$ cat src/rtl/seq_add32.sv
// Multi-cycle adder: A + B + Cin computed one Slice-bit chunk per clock, LSB chunk first.
// Optional SEQ_ADD_OVF_FLAG_EN adds a registered two's-complement overflow output (ovf).
module seq_add32 #(
  parameter int Width = 32,
  parameter int Slice = 8
) (
  input  logic             clk,
  input  logic             rst,
  input  logic             in_valid,
  output logic             in_ready,
  input  logic [Width-1:0] A,
  input  logic [Width-1:0] B,
  input  logic             Cin,
  output logic [Width-1:0] out,
  output logic             Cout,
  output logic             out_valid,
  input  logic             out_ready
`ifdef SEQ_ADD_OVF_FLAG_EN
  ,
  output logic             ovf
`endif
);

  // Handshake: a transfer happens on a rising edge where valid and ready are both high;
  // in_ready is high only in IDLE and out_valid only in DONE, so neither side is pre-accepted.

  localparam int N = Width / Slice;
  localparam int STEP_W = (N > 1) ? $clog2(N) : 1;
  localparam logic [STEP_W-1:0] LAST_STEP = STEP_W'(N - 1);

  typedef enum logic [1:0] {
    IDLE = 2'd0,
    BUSY = 2'd1,
    DONE = 2'd2
  } state_e;

  state_e              state_q, state_d;
  logic [Width-1:0]    a_q, a_d;
  logic [Width-1:0]    b_q, b_d;
  logic [Width-1:0]    out_q, out_d;
  logic                carry_q, carry_d;
  logic                cout_q, cout_d;
  logic [STEP_W-1:0]   step_q, step_d;

  logic [31:0]         chunk_lsb;
  logic [Slice-1:0]    a_chunk;
  logic [Slice-1:0]    b_chunk;
  logic [Slice:0]      chunk_sum;

`ifdef SEQ_ADD_OVF_FLAG_EN
  logic                ovf_q, ovf_d;
  logic                carry_into_msb;
`endif

  always_comb begin
    chunk_lsb = 32'(step_q) * 32'(Slice);
    a_chunk   = a_q[chunk_lsb +: Slice];
    b_chunk   = b_q[chunk_lsb +: Slice];
    chunk_sum = {1'b0, a_chunk} + {1'b0, b_chunk} + {{Slice{1'b0}}, carry_q};
  end

`ifdef SEQ_ADD_OVF_FLAG_EN
  // Carry into the MSB is recovered from the MSB sum bit of the final chunk.
  assign carry_into_msb = a_chunk[Slice-1] ^ b_chunk[Slice-1] ^ chunk_sum[Slice-1];
`endif

  always_comb begin
    state_d = state_q;
    a_d     = a_q;
    b_d     = b_q;
    out_d   = out_q;
    carry_d = carry_q;
    cout_d  = cout_q;
    step_d  = step_q;
`ifdef SEQ_ADD_OVF_FLAG_EN
    ovf_d   = ovf_q;
`endif
    case (state_q)
      IDLE: begin
        if (in_valid) begin
          a_d     = A;
          b_d     = B;
          carry_d = Cin;
          step_d  = '0;
          state_d = BUSY;
        end
      end
      BUSY: begin
        out_d[chunk_lsb +: Slice] = chunk_sum[Slice-1:0];
        carry_d = chunk_sum[Slice];
        step_d  = step_q + 1'b1;
        if (step_q == LAST_STEP) begin
          cout_d  = chunk_sum[Slice];
`ifdef SEQ_ADD_OVF_FLAG_EN
          ovf_d   = carry_into_msb ^ chunk_sum[Slice];
`endif
          step_d  = '0;
          state_d = DONE;
        end
      end
      DONE: begin
        if (out_ready) state_d = IDLE;
      end
      default: state_d = IDLE;
    endcase
  end

  always_ff @(posedge clk) begin
    if (rst) begin
      state_q <= IDLE;
      a_q     <= '0;
      b_q     <= '0;
      out_q   <= '0;
      carry_q <= 1'b0;
      cout_q  <= 1'b0;
      step_q  <= '0;
`ifdef SEQ_ADD_OVF_FLAG_EN
      ovf_q   <= 1'b0;
`endif
    end else begin
      state_q <= state_d;
      a_q     <= a_d;
      b_q     <= b_d;
      out_q   <= out_d;
      carry_q <= carry_d;
      cout_q  <= cout_d;
      step_q  <= step_d;
`ifdef SEQ_ADD_OVF_FLAG_EN
      ovf_q   <= ovf_d;
`endif
    end
  end

  assign in_ready  = (state_q == IDLE);
  assign out_valid = (state_q == DONE);
  assign out       = out_q;
  assign Cout      = cout_q;
`ifdef SEQ_ADD_OVF_FLAG_EN
  assign ovf       = ovf_q;
`endif

endmodule

$ cat config.mk
export PLATFORM = sky130hd
export DESIGN_NAME = seq_add32
export DESIGN_NICKNAME = d
export VERILOG_FILES = /design/src/rtl/seq_add32.sv
export SDC_FILE = /design/constraint.sdc
export NUM_CORES = 1
export LEC_CHECK = 0
export BUFFER_PORTS_ARGS = -buffer_cell sky130_fd_sc_hd__clkbuf_2
export CAP_MARGIN = 5
export CORE_MARGIN = 2
export CORE_UTILIZATION = 55
export DETAILED_ROUTE_END_ITERATION = 6
export GPL_TIMING_DRIVEN = 0
export PLACE_DENSITY = 0.83
export SYNTH_ARGS = -nofsm -noshare
export SYNTH_HDL_FRONTEND = slang
export SYNTH_SLANG_ARGS = --single-unit
$ cat constraint.sdc
create_clock -name clk -period 6.3 [get_ports clk]
set_clock_uncertainty 0.05 [all_clocks]
set_input_delay 1.89 -clock clk [delete_from_list [all_inputs] [get_ports clk]]
set_output_delay 1.89 -clock clk [all_outputs]
set_load 0.1 [all_outputs]
==> impl_metrics.py <==
metrics = {
    "clock_tree": {
        "clock_latency_ns": 0.36,
        "clk_pin_slew_ns": 0.10,
        "cts_resized": 0,
        "cts.sinks": 102,
        "cts_tree": "done",
        "htree_levels": 3,
        "cts_root_buffer": "clkbuf_8",
        "cts_max_path_buffers": 2,
        "cts_buffers": 9,
        "cts_setup_buffers": 0,
        "ctsHoldBuffers": 0,
    },
    "die": {
        "start_util_pct": 56.11,
        "die_height_um": 94.86,
        "die_area_sq_mm": 0.008998,
        "core_sq_mm": 0.008093,
        "die_w_um": 94.86,
        "row_count": 33,
        "top_level_ports": 104,
    },
    "timing": {
        "period_needed_ns": 3.940,
        "maxSlewViolCount": 0,
        "tns_ns": 0,
        "worstMarginPinSlew_ns": 0.6565,
        "grt_setup_unrepaired": "no",
        "setup_viol": 0,
        "maxSlewHeadroom_pct": 55.94,
        "period_share_pct": 62.54,
        "max_freq_mhz": 253.8,
        "final-hold-violation-count": 0,
    },
    "min_path": {
        "worstHoldPathType": "reg2reg",
    },
    "critical_path": {
        "worst-path-buf-inv": 3,
        "critical_path.max_stage_delay_ns": 0.62,
        "cpMaxStageDelayCell": "a311oi_1",
        "cp_data_required_time_ns": 6.47,
        "cp_max_fo": 10,
        "path_cells": "clkbuf_1 > clkbuf_1 > mux4_2 > fa_1 > inv_1 > fa_1 > nand2b_1 > a21o_1 > a311oi_1 > o21ai_0",
        "cp-end-kind": "flop",
        "worstPathArrival_ns": 4.11,
        "path_delay_family": "buffers and inverters",
        "critPathLaunchType": "flop",
        "worstSetupPathType": "reg2reg",
    },
    "yosys": {
        "synthesis.nets": 600,
        "ys_seq_area_share_pct": 44.97,
        "synth-edff-count": 0,
        "synth-seq-cells": 102,
        "yosysUniqueCellTypes": 44,
        "postSynthAreaPerCell_sq_um": 8.800,
        "synthesis.area_sq_mm": 0.004541,
        "synthFlopType": "dfxtp_1",
        "synth-async-reset-ratio_pct": 0,
        "yosysWarnings": 0,
        "syn_inst": 516,
    },
    "placement": {
        "place_hpwl_mm": 8.863,
        "portBuffers": 103,
        "gp_congestion": 0.9033,
    },
    "layout": {
        "drive_above_1_share_pct": 24.09,
        "fillers": 676,
        "nNetsFinal": 714,
        "area_growth_pct": 19.48,
        "final_cell_mix": "142 x nand2_1, 103 x clkbuf_2, 102 x dfxtp_1",
        "final_common_cell": "nand2_1",
        "fin_util_pct": 67.04,
        "antenna_cells": 0,
    },
    "power_and_ir_drop": {
        "p_seq_share_pct": 49.4,
        "internal_power_mw": 1.007,
        "leakagePower_nw": 2.235,
        "switching_share_pct": 28.03,
        "p_sw_uw": 392.1,
        "p_clk_share_pct": 34.5,
        "pwr-share-comb_pct": 16.1,
        "ir_drop_mv": 0.1595,
        "powerDensity_mw_per_mm2": 257.9,
    },
    "route": {
        "drt_iter0_markers": 255,
        "vias": 4187,
        "drt_wl_total_mm": 11.81,
        "ant_nets": 0,
        "vias_per_cell": 5.658,
        "drt_first_pass_iters": 6,
        "post_drt_wl_per_cell_um": 15.95,
        "drc": 0,
    },
    "global_routing": {
        "antenna_found_initial": 0,
        "groute.usage.overall_pct": 27.15,
        "grt_max_degree": 18,
        "grt_pass1_vias": 3998,
        "grt-ovfl-total": 0,
        "grt_pass1_wl_mm": 18.83,
    },
    "run": {
        "maxCapViolCount": 0,
    },
    "outcome": {
        "status": "complete, no violations",
    },
}
per-layer routing:
metal | share of wire, % | GRT usage (%) | vias up
met5 | 0 | 0 | -
met4 | 2.8 | 12.32 | 0
met3 | 7.4 | 4.070 | 35
met2 | 48 | 45.86 | 200
met1 | 41 | 34.34 | 1933
li1 | - | - | 2019
through the flow:
stage	worst slack (ns)	std cells	cell area, sq um	hold slack, ns	power (mW)
2_1_floorplan	2.636	516	4541	0.3831	0.8563
3_3_place_gp	2.502	724	5187	0.3899	0.9192
3_5_place_dp	2.358	724	5187	0.3949	0.9274
4_1_cts	2.342	740	5425	0.4109	1.397
5_1_grt	2.149	740	5425	0.4255	1.447
6_report	2.360	740	5425	0.4090	1.399
final cells by class:
type	instances	area, sq um	area share [%]
clock inverters	5	86.33	1.591
clock buffers	11	151.4	2.791
repair buffers	103	515.5	9.502
inverters	9	33.78	0.6227
flip-flops and latches	102	2042	37.64
plain buffers	34	158.9	2.929
multi-input cells	371	2306	42.50
well taps	105	131.4	2.422
kinds of logic (layout without fill, tap and decap cells):
logic type	count (synthesis)	in the layout	synth area share, %
DFF	102	102	44.97
and+or+nand+nor	208	208	21.52
AOI/OAI and AO/OA	130	130	16.48
adders and majority gates	15	15	4.464
buffers and inverters	43	162	4.243
muxes	16	16	7.936
xor gates and xnor gates	2	2	0.3859
sequential cells by signal, summed over array words and instances (netlist names):
name / count
step_q: 2
b_q: 32
out: 32
carry_q: 1
state_q: 2
Cout: 1
a_q: 32
cell usage after synthesis (3+ instances only):
library cell  number  share of area, %
nand2_1          142                12
dfxtp_1          102                45
a21oi_1           76               8.4
nor2_1            23               1.9
clkbuf_1          20               1.7
mux4_2            16               7.9
o21ai_0           16               1.8
nand3b_1          15               2.5
a22oi_1           13               2.1
ha_1              13               3.6
inv_1              8              0.66
buf_2              7              0.77
o211ai_1           7               1.2
a31oi_1            6              0.83
nand3_1            6              0.66
buf_1              3              0.25
or3b_1             3              0.58
final timing paths:
check,slack (ns),to,startpoint,depth (start not counted)
worst max-delay path,2.36,out[6],step_q[1],10
worst min register to register,0.41,b_q[8],b_q[8],2
worst min-delay path,0.41,b_q[8],b_q[8],2
worst max register to register,2.36,out[6],step_q[1],10
power groups by stage:
stage,clock network (mW),registers [mW],logic (mW)
2_1_floorplan,0,0.717,0.140
3_3_place_gp,0,0.704,0.215
3_5_place_dp,0,0.706,0.222
4_1_cts,0.483,0.691,0.223
5_1_grt,0.508,0.694,0.245
6_report,0.483,0.691,0.225
tightest hold or removal path, cell delays in order, from the launching register on:
cell and delay, ns:
dfxtp_1 0.32, nand2_1 0.05, a21oi_1 0.05
No activity file was read; power rests on OpenSTA's default activity.
